==> config.mk <==
export PLATFORM = sky130hd
export DESIGN_NAME = time_cmd_ctrl
export DESIGN_NICKNAME = d
export VERILOG_FILES = /design/src/rtl/clock_pkg.sv /design/src/rtl/ascii_bcd_decode.sv /design/src/rtl/time_cmd_ctrl.sv
export SDC_FILE = /design/constraint.sdc
export NUM_CORES = 1
export LEC_CHECK = 0
export BUFFER_PORTS_ARGS = -buffer_cell sky130_fd_sc_hd__buf_2
export CAP_MARGIN = 40
export CORE_MARGIN = 5
export CORE_UTILIZATION = 55
export DETAILED_ROUTE_END_ITERATION = 8
export GPL_TIMING_DRIVEN = 0
export MAX_ROUTING_LAYER = met4
export PLACE_DENSITY_LB_ADDON = 0.15
export RECOVER_POWER = 100
export SYNTH_ARGS = -nofsm -noshare
export SYNTH_HDL_FRONTEND = slang
export SYNTH_SLANG_ARGS = --single-unit
==> constraint.sdc <==
create_clock -name clk -period 3.95 [get_ports clk]
set_input_delay 0.395 -clock clk [delete_from_list [all_inputs] [get_ports clk]]
set_output_delay 0.395 -clock clk [all_outputs]
set_load 0.1 [all_outputs]
==> src/rtl/clock_pkg.sv <==
// Shared constants and types for the clock command front end.
// ASCII command bytes, BCD range limits and the command FSM state type.
package clock_pkg;

    localparam logic [7:0] ASC_CR = 8'h0D;
    localparam logic [7:0] ASC_LF = 8'h0A;
    localparam logic [7:0] ASC_T  = 8'h54;
    localparam logic [7:0] ASC_P  = 8'h50;
    localparam logic [7:0] ASC_S  = 8'h53;
    localparam logic [7:0] ASC_G  = 8'h47;
    localparam logic [7:0] ASC_K  = 8'h4B;
    localparam logic [7:0] ASC_E  = 8'h45;

    localparam logic [7:0] BCD_HOUR_MAX = 8'h23;
    localparam logic [7:0] BCD_MS_MAX   = 8'h59;

    typedef enum logic [2:0] {
        ST_IDLE,
        ST_ARGS,
        ST_WAIT_CR,
        ST_FLUSH,
        ST_EXEC,
        ST_REPLY
    } state_t;

    function automatic logic [7:0] bcd_to_ascii(input logic [3:0] nib);
        return {4'h3, nib};
    endfunction

endpackage

==> src/rtl/ascii_bcd_decode.sv <==
// ASCII digit decoder: flags '0'..'9' and yields the BCD nibble.
// Ports: ch (byte in), is_digit (ch is a decimal digit), nibble (low 4 bits).
module ascii_bcd_decode (
    input  logic [7:0] ch,
    output logic       is_digit,
    output logic [3:0] nibble
);

    assign is_digit = (ch >= 8'h30) && (ch <= 8'h39);
    assign nibble   = ch[3:0];

endmodule

==> src/rtl/time_cmd_ctrl.sv <==
// UART command parser for the clock: T/P/S/G commands, replies, errors.
// Ports: clk/rst, rx byte stream in, tx byte stream out (valid/ready),
// cur_* live BCD time in, set_* + set_valid load, pause/speed strobes,
// err_count saturating reject counter.
module time_cmd_ctrl
    import clock_pkg::*;
#(
    parameter int TIMEOUT_CYCLES = 100_000_000
) (
    input  logic       clk,
    input  logic       rst,
    input  logic [7:0] rx_data,
    input  logic       rx_valid,
    output logic [7:0] tx_data,
    output logic       tx_valid,
    input  logic       tx_ready,
    input  logic [7:0] cur_hours,
    input  logic [7:0] cur_minutes,
    input  logic [7:0] cur_seconds,
    output logic [7:0] set_hours,
    output logic [7:0] set_minutes,
    output logic [7:0] set_seconds,
    output logic       set_valid,
    output logic       pause_toggle,
    output logic       speed_toggle,
    output logic [7:0] err_count
);

    localparam int TW = (TIMEOUT_CYCLES > 2) ? $clog2(TIMEOUT_CYCLES) : 1;
    localparam logic [TW-1:0] TMR_LAST = TW'(TIMEOUT_CYCLES - 1);

    state_t        state;
    logic [7:0]    cmd;
    logic [23:0]   digits;
    logic [2:0]    dcnt;
    logic [TW-1:0] tmr;
    logic [47:0]   rbuf;
    logic [2:0]    rcnt;

    logic       is_digit;
    logic [3:0] nib;
    logic       is_cr;
    logic       in_cmd;
    logic       timeout;
    logic       range_ok;
    logic       err_evt;
    logic       drop;
    logic [8:0] err_sum;

    ascii_bcd_decode u_dec (
        .ch       (rx_data),
        .is_digit (is_digit),
        .nibble   (nib)
    );

    assign is_cr  = (rx_data == ASC_CR);
    assign in_cmd = (state == ST_ARGS) ||
                    (state == ST_WAIT_CR) ||
                    (state == ST_FLUSH);
    // Idle gap counter hits its last value with no byte this cycle.
    assign timeout = in_cmd && !rx_valid && (tmr == TMR_LAST);

    assign range_ok = (digits[23:16] <= BCD_HOUR_MAX) &&
                      (digits[15:8]  <= BCD_MS_MAX) &&
                      (digits[7:0]   <= BCD_MS_MAX);

    assign set_hours   = digits[23:16];
    assign set_minutes = digits[15:8];
    assign set_seconds = digits[7:0];

    // Every path that ends in an 'E' reply raises err_evt exactly once.
    always_comb begin
        err_evt = 1'b0;
        unique case (state)
            ST_ARGS, ST_FLUSH: err_evt = timeout || (rx_valid && is_cr);
            ST_WAIT_CR:        err_evt = timeout;
            ST_EXEC:           err_evt = (cmd == ASC_T) && !range_ok;
            default:           err_evt = 1'b0;
        endcase
    end

    assign drop = rx_valid && ((state == ST_EXEC) || (state == ST_REPLY));

    // An 'E' reply and a dropped byte can coincide in EXEC.
    assign err_sum = {1'b0, err_count} + {8'h00, err_evt} + {8'h00, drop};

    always_ff @(posedge clk or posedge rst) begin
        if (rst) begin
            err_count <= '0;
        end else begin
            err_count <= (err_sum > 9'd255) ? 8'hFF : err_sum[7:0];
        end
    end

    always_ff @(posedge clk or posedge rst) begin
        if (rst) begin
            state        <= ST_IDLE;
            cmd          <= '0;
            digits       <= '0;
            dcnt         <= '0;
            tmr          <= '0;
            rbuf         <= '0;
            rcnt         <= '0;
            tx_data      <= '0;
            tx_valid     <= 1'b0;
            set_valid    <= 1'b0;
            pause_toggle <= 1'b0;
            speed_toggle <= 1'b0;
        end else begin
            set_valid    <= 1'b0;
            pause_toggle <= 1'b0;
            speed_toggle <= 1'b0;

            if (in_cmd) begin
                tmr <= rx_valid ? '0 : tmr + 1'b1;
            end

            if (timeout) begin
                state    <= ST_REPLY;
                tx_valid <= 1'b1;
                tx_data  <= ASC_E;
                rcnt     <= '0;
            end else begin
                unique case (state)
                    ST_IDLE: begin
                        if (rx_valid) begin
                            tmr <= '0;
                            cmd <= rx_data;
                            unique case (1'b1)
                                (rx_data == ASC_LF): ;
                                (rx_data == ASC_T): begin
                                    dcnt  <= '0;
                                    state <= ST_ARGS;
                                end
                                (rx_data == ASC_P),
                                (rx_data == ASC_S),
                                (rx_data == ASC_G): state <= ST_WAIT_CR;
                                default: state <= ST_FLUSH;
                            endcase
                        end
                    end
                    ST_ARGS: begin
                        if (rx_valid) begin
                            if (is_digit) begin
                                digits <= {digits[19:0], nib};
                                dcnt   <= dcnt + 1'b1;
                                if (dcnt == 3'd5) begin
                                    state <= ST_WAIT_CR;
                                end
                            end else if (is_cr) begin
                                state    <= ST_REPLY;
                                tx_valid <= 1'b1;
                                tx_data  <= ASC_E;
                                rcnt     <= '0;
                            end else begin
                                state <= ST_FLUSH;
                            end
                        end
                    end
                    ST_WAIT_CR: begin
                        if (rx_valid) begin
                            if (is_cr) begin
                                state <= ST_EXEC;
                                // Strobes are registered so they are high
                                // during the single EXEC cycle.
                                unique case (1'b1)
                                    (cmd == ASC_T): set_valid    <= range_ok;
                                    (cmd == ASC_P): pause_toggle <= 1'b1;
                                    (cmd == ASC_S): speed_toggle <= 1'b1;
                                    default: ;
                                endcase
                            end else begin
                                state <= ST_FLUSH;
                            end
                        end
                    end
                    ST_FLUSH: begin
                        if (rx_valid && is_cr) begin
                            state    <= ST_REPLY;
                            tx_valid <= 1'b1;
                            tx_data  <= ASC_E;
                            rcnt     <= '0;
                        end
                    end
                    ST_EXEC: begin
                        state    <= ST_REPLY;
                        tx_valid <= 1'b1;
                        rcnt     <= '0;
                        if (cmd == ASC_G) begin
                            tx_data <= bcd_to_ascii(cur_hours[7:4]);
                            rbuf    <= {bcd_to_ascii(cur_hours[3:0]),
                                        bcd_to_ascii(cur_minutes[7:4]),
                                        bcd_to_ascii(cur_minutes[3:0]),
                                        bcd_to_ascii(cur_seconds[7:4]),
                                        bcd_to_ascii(cur_seconds[3:0]),
                                        ASC_CR};
                            rcnt    <= 3'd6;
                        end else if (cmd == ASC_T && !range_ok) begin
                            tx_data <= ASC_E;
                        end else begin
                            tx_data <= ASC_K;
                        end
                    end
                    ST_REPLY: begin
                        if (tx_ready) begin
                            if (rcnt == 3'd0) begin
                                tx_valid <= 1'b0;
                                tx_data  <= '0;
                                state    <= ST_IDLE;
                            end else begin
                                tx_data <= rbuf[47:40];
                                rbuf    <= {rbuf[39:0], 8'h00};
                                rcnt    <= rcnt - 1'b1;
                            end
                        end
                    end
                endcase
            end
        end
    end

endmodule

==> metrics.yaml, run 1 <==
setup_path:
  cp_top_family: "simple AND/OR/NAND/NOR gates"
  path_buf_inv: 3
  cpMaxStageDelayCell: "or4b_2"
  crit_fanout: 6
  worst_r2r_path_depth: 13
  critPathArrivalTime_ns: 3.85
  cp.required_ns: 4.26
  startpoint: "tmr[12]"
  cp-end-kind: "register"
  crit_type: "reg2reg"
  reg2reg_from: "tmr[12]"
  cp_num_cells: 13
  path_cells: "or4b_2 > nor4_1 > or3b_1 > buf_2 > inv_1 > a22oi_1 > o22ai_1 > fa_1 > ha_1 > and3_1 > clkbuf_1 > nand3_1 > o21ai_0"
  critical_path.max_stage_delay_ns: 0.67
  cp-start-kind: "register"
run:
  max_cap_viol_count: 0
logic_synthesis:
  async_reset_ff_share_pct: 100
  synth_xor_xnor_area_share_pct: 3.34
  syn_inst: 542
  yosys.area_share.simple_pct: 18.5
  ys_types: 62
  ys_seq_area_share_pct: 50.4
  synthAdderAreaFrac_pct: 1.73
  synth_mux_area_share_pct: 10.5
  synth_compound_area_share_pct: 11.8
  synth_nets: 585
  synth_top_family_by_area: "simple AND/OR/NAND/NOR gates"
  synth_area_per_cell_um2: 10.2
  yosysWarningCount: 0
  netlist_area_um2: 5510
  synth_top_flop_cell: "dfrtp_1"
  synth_edf_count: 0
  synth-seq-cells: 111
pwr:
  clockPowerShare_pct: 20.2
  p_sw_uw: 1640
  p_leak_uw: 0.00282
  seq_power_share_pct: 42.1
  power-per-cell-area_nw_per_um2: 608
  swShare_pct: 43.3
  internal_power_uw: 2150
  max-vdd-ir-drop_uv: 647
  p_comb_share_pct: 37.7
drt:
  vias_per_cell: 5.58
  wl_per_cell_um: 15.8
  routed_wl_mm: 12.2
  first_pass_iters: 4
  drt_first_iter_violations: 188
  drc: 0
  vias: 4305
  ant_nets: 0
placed_design:
  place_congestion: 0.835
  placedInstanceArea_um2: 6110
  hpwl_mm: 9.00
  portBuffers: 77
min_path:
  min_delay_path_depth: 2
  min_from: "cur_seconds[1]"
  hold_class: "in2reg"
die:
  die_y_um: 110
  core_um2: 9770
  initial_utilization_pct: 56.4
  io_pins: 80
  rows: 36
  dieArea_um2: 12100
  fp.dieW_um: 110
layout:
  diodes: 0
  layout-drive-gt1-share_pct: 15.4
  utilization_pct: 63.8
  finalInstanceArea_um2: 6230
  multi_input_area_um2: 2530
  regArea_um2: 2780
  n_fill_cell: 868
  finish.net_count: 676
  area_delta_synth_final_pct: 13.1
sta:
  drv_slew: 0
  max_freq_mhz: 282
  whs_ns: 0.235
  setup_viol: 0
  post-route-period-util_pct: 89.7
  tightestPinTransition_ns: 1.44
  fin_worst_skew_ns: 0.00899
  rsz0062_at_grt: "no"
  finalHoldViolations: 0
  post-route-min-period_ns: 3.54
  slew_headroom_pct: 4.13
global_routing:
  grt_usage_pct: 21.8
  grt_start_max_net_pins: 59
  antenna_found_initial: 0
  grt_pass1_vias: 4212
  grt_pass1_wl_mm: 20.1
  grt_overflow_total: 0
clocking:
  clk_pin_slew_ns: 0.10
  ctsLongestPathBuffers: 2
  clockRootBuffer: "clkbuf_8"
  cts-buffers-inserted: 9
  htree_levels: 3
  cts.sinks: 111
  ctsResizeCount: 0
  clk_latency_ns: 0.38
  cts_tree: "built"
run_status:
  status: "complete, no violations"
## path summary, 6_finish.rpt
kind | end | slack [ns]
worst max register to register | err_count[5] | 0.41
max in group asynchronous | tmr[5] | 0.75
worst min register to register | rbuf[35] | 0.50
min in group asynchronous | digits[4] | 0.66
worst min-delay path | rbuf[9] | 0.24
worst max-delay path | err_count[5] | 0.41
## state kept, by name (all words and copies together), names as in the netlist
| signal | count |
|---|---|
| dcnt | 3 |
| digits | 24 |
| tmr | 27 |
| tx_valid | 1 |
| tx_data | 6 |
| state | 3 |
| pause_toggle | 1 |
| rcnt | 3 |
| err_count | 8 |
| speed_toggle | 1 |
| set_valid | 1 |
| rbuf | 25 |
| cmd | 8 |
## placed cells by master (no fill, tap or decap), types with 4 or more instances in the layout
cell type,count
nand4_1,8
nor2b_1,6
clkbuf_1,69
xnor2_1,10
ha_1,6
nand2b_1,5
mux2_2,32
mux2i_1,22
xor2_1,11
o22ai_1,5
and3_1,8
nand2_1,60
a31oi_1,5
nor4_1,5
nand3_1,14
o21ai_0,50
nor4b_1,6
dfrtp_1,111
inv_6,4
inv_1,14
buf_2,35
and2_0,4
nor2_1,38
a21oi_1,21
and2_1,5
or3_1,7
nor3_1,8
clkbuf_8,9
## routing by layer
layer / share of wire (%) / track usage (%) / up-vias
met2: 47 / 33.0 / 107
met4: 1.1 / 4.66 / 0
met5: 0 / - / -
li1: - / - / 2104
met3: 4.9 / 5.94 / 12
met1: 47 / 29.9 / 2082
## power groups by stage
stage	clock (uW)	sequential, uW	combinational, uW
after global placement	0	1600	1420
after global routing	834	1640	1540
final	767	1590	1430
after detailed placement	0	1610	1470
after floorplan	0	2060	701
after CTS	783	1590	1470
## through the flow
step | total power (uW) | worst slack, ns | TNS, ns | instances
detailed placement | 3080 | 0.347 | 0 | 754
global placement | 3020 | -0.598 | -65.65 | 752
floorplan | 2760 | 0.624 | 0 | 542
CTS | 3850 | 0.393 | 0 | 771
finish | 3790 | 0.409 | 0 | 771
global route | 4010 | 0.0642 | 0 | 771
## kinds of logic after synthesis
family | Yosys count
multiplexers | 54
XOR/XNOR | 21
AO/OA/AOI/OAI | 108
adder cells (fa/ha/maj) | 7
other | 1
buffers and inverters | 45
AND/OR/NAND/NOR | 195
flip-flops | 111
## cell usage after synthesis, drive strengths merged (2+ instances only)
cell type  instances  area share (%)
dfrtp            111              50
nand2             60             4.1
o21ai             52             4.7
nor2              38             2.6
mux2              32             6.5
clkbuf            22             1.5
mux2i             22             4.0
a21oi             21             1.9
inv               15             1.0
nand3             14             1.3
xor2              11             1.7
xnor2             10             1.6
and2               9             1.1
and3               8            0.91
buf                8             1.1
nand4              8            0.91
nor3               8            0.82
or3                7            0.79
ha                 6             1.4
nor2b              6            0.68
nor4b              6            0.95
a31oi              5            0.57
nand2b             5            0.57
nor4               5            0.57
o22ai              5            0.57
or4b               5            0.91
or2                4            0.45
a31o               3            0.48
nand4b             3            0.48
o211a              3            0.54
o221ai             3            0.48
a211o              2            0.32
and3b              2            0.32
and4               2            0.32
nor4bb             2            0.36
o22a               2            0.32
o31ai              2            0.36
## timing repair
action / 4_1_cts / 5_1_grt
hold buffers: 1 / 0
endpoints found under the hold margin: 19 / 0
setup buffers: 0 / 0
## layout make-up
cell class / instances / share of cell area, %
flip-flops and latches: 111 / 44.6
multi-input cells: 386 / 40.5
repair buffers: 80 / 5.64
well taps: 133 / 2.67
plain buffers: 30 / 2.07
clock buffers: 9 / 1.99
clock inverters: 7 / 1.61
inverters: 15 / 0.924
Power figures use the tool's default switching activity.
==> inputs of run 2 (changes only) <==
--- a/config.mk
+++ b/config.mk
@@ -9,6 +9,7 @@
 export CAP_MARGIN = 40
 export CORE_MARGIN = 5
 export CORE_UTILIZATION = 55
+export CTS_BUF_LIST = sky130_fd_sc_hd__clkbuf_16
 export DETAILED_ROUTE_END_ITERATION = 8
 export GPL_TIMING_DRIVEN = 0
 export MAX_ROUTING_LAYER = met4
==> run 2 against run 1 <==
Die area stayed put; largest power group unchanged; clock-buffer cell count stayed put; power is 6.1% higher; combinational power hardly changed; via count is 1.2% higher.
==> metrics.yaml, run 2 (synthesized netlist as in run 1, its figures left out) <==
run_status:
  status: "complete, no violations"
clocking:
  htree_levels: 3  # unchanged
  cts_tree: "built"
  cts-buffers-inserted: 9  # unchanged
  clockRootBuffer: "clkbuf_16"
  ctsLongestPathBuffers: 2  # unchanged
  post_cts_buffers: 0  # unchanged
  clk_pin_slew_ns: 0.07  # -0.03 ns
  cts.sinks: 111  # unchanged
  clk_latency_ns: 0.36  # -0.02 ns
  ctsResizeCount: 0  # unchanged
layout:
  largestRegisters: "tmr (27), rbuf (25), digits (24)"
  multi_input_area_um2: 2530  # unchanged
  final_common_cell: "dfrtp_1"
  area_delta_synth_final_pct: 14.9
  final_cell_count_no_fill: 771  # unchanged
  finish.net_count: 676  # unchanged
  diodes: 0  # unchanged
  mostFrequentLayoutCells: "dfrtp_1 (111), clkbuf_1 (69), nand2_1 (60), o21ai_0 (50), nor2_1 (38)"
  largest_reg_flops: 27  # unchanged
  n_fill_cell: 861  # -0.81%
  layout-drive-gt1-share_pct: 15.4  # unchanged
  largest-register: "tmr"
  regArea_um2: 2780  # unchanged
  utilization_pct: 64.8  # +1.0 points
global_routing:
  grt_pass1_wl_mm: 20.4  # +1.2%
  grt_pass1_vias: 4238  # +0.62%
  grt_start_max_net_pins: 59  # unchanged
  antenna_found_initial: 0  # unchanged
  grt_overflow_total: 0  # unchanged
  grt_usage_pct: 22.3  # +0.48 points
die:
  fp.dieW_um: 110  # unchanged
  dieArea_um2: 12100  # unchanged
  io_pins: 80  # unchanged
  initial_utilization_pct: 56.4  # unchanged
  die_y_um: 110  # unchanged
  rows: 36  # unchanged
  core_um2: 9770  # unchanged
placed_design:
  hpwl_mm: 9.00  # unchanged
  place_congestion: 0.835  # unchanged
  place_inst: 754  # unchanged
  portBuffers: 77  # unchanged
pwr:
  p_comb_share_pct: 35.6  # -2.1 points
  max-vdd-ir-drop_uv: 704  # +8.8%
  p_leak_uw: 0.00287  # +1.6%
  p_sw_uw: 1670  # +1.9%
  power-per-cell-area_nw_per_um2: 635  # +4.4%
  seq_power_share_pct: 39.7  # -2.4 points
  swShare_pct: 41.5  # -1.7 points
  clockPowerShare_pct: 24.7  # +4.5 points
  internal_power_uw: 2350  # +9.3%
sta:
  post-route-min-period_ns: 3.53  # -0.0141 ns
  slew_headroom_pct: 4.01  # -0.12 points
  max_freq_mhz: 284  # +0.40%
  finalHoldViolations: 0  # unchanged
  fin_setup_tns_ns: 0  # unchanged
  fin_worst_skew_ns: 0.00756  # -0.00143 ns
  drv_slew: 0  # unchanged
  post-route-period-util_pct: 89.3  # -0.36 points
  tightestPinTransition_ns: 1.44  # +0.00173 ns
  whs_ns: 0.265  # +0.0303 ns
  setup_viol: 0  # unchanged
  rsz0062_at_grt: "no"
setup_path:
  critical_path.max_stage_delay_ns: 0.67  # about the same
  cp-start-kind: "register"
  worst_r2r_path_depth: 13  # unchanged
  crit_fanout: 6  # unchanged
  critPathArrivalTime_ns: 3.80  # -0.05 ns
  crit_type: "reg2reg"
  cp-end-kind: "register"
  cp.required_ns: 4.23  # -0.03 ns
  path_cells: "or4b_2 > nor4_1 > or3b_1 > buf_2 > inv_1 > a22oi_1 > o22ai_1 > fa_1 > ha_1 > and3_1 > clkbuf_1 > nand3_1 > o21ai_0"
  cpMaxStageDelayCell: "or4b_2"
drt:
  ant_nets: 0  # unchanged
  routed_wl_mm: 12.4  # +1.2%
  vias: 4356  # +1.2%
  vias_per_cell: 5.65  # +1.2%
  drt_first_iter_violations: 206  # +9.6%
  wl_per_cell_um: 16.0  # +1.2%
  drc: 0  # unchanged
  first_pass_iters: 5  # +1
min_path:
  min_delay_path_depth: 2  # unchanged
  hold_class: "in2reg"
run:
  max_cap_viol_count: 0  # unchanged
[run 2: cell counts in the layout (fill, tap and decap cells not counted)]
No cell type changed its count.
[run 2: final cells by class]
class,count,share of cell area [%]
multi-input combinational,386,39.9
sequential,111,43.9
buffer,30,2.03
clock buffer,9,3.56
clock inverter,7,1.58
tap,133,2.63
timing repair buffer,80,5.55
inverter,15,0.909
[run 2: path summary, 6_finish.rpt]
kind                                     end            from  slack, ns
worst max register to register  err_count[3]         tmr[12]       0.42
max in group asynchronous            tmr[10]             rst       0.71
min in group asynchronous       err_count[4]             rst       0.69
worst max-delay path            err_count[3]         tmr[12]       0.42
worst min register to register      rbuf[26]        rbuf[26]       0.49
worst min-delay path                 rbuf[9]  cur_seconds[1]       0.27
[run 2: metal layers]
| layer | vias up | track usage [%] | wire length, um |
|---|---|---|---|
| met5 | - | - | 0 |
| met4 | 0 | 6.33 | 178 |
| met3 | 18 | 6.17 | 648 |
| met2 | 109 | 33.5 | 5860 |
| met1 | 2131 | 29.9 | 5660 |
| li1 | 2098 | - | - |
[run 2: worst max-delay path, delay by kind of cell, from the launching register on]
family / cells / cell delay, ns
compound gates: 3 / 0.47
fa+ha+maj: 2 / 0.45
buf+inv: 3 / 0.44
flops: 1 / 0.42
simple gates: 5 / 1.67
[run 2: timing repair]
item | in CTS | in global routing
hold endpoints to repair | 19 | 0
hold buffers | 1 | 0
endpoints found under the setup margin | 0 | 0
[run 2: stage by stage]
stage                     total power [uW]  cell area [um^2]  setup WS, ns
after floorplan                       2760              5510         0.624
after global placement                3020              6060        -0.598
after detailed placement              3080              6110         0.347
after CTS                             4080              6450         0.387
after global routing                  4250              6330        0.0514
final                                 4020              6330         0.423
[run 2: power by group through the flow]
stage | Combinational (uW) | Sequential, uW | Clock [uW]
3_5_place_dp | 1470 | 1610 | 0
4_1_cts | 1470 | 1590 | 1020
5_1_grt | 1550 | 1640 | 1060
2_1_floorplan | 701 | 2060 | 0
6_report | 1430 | 1600 | 994
3_3_place_gp | 1420 | 1600 | 0
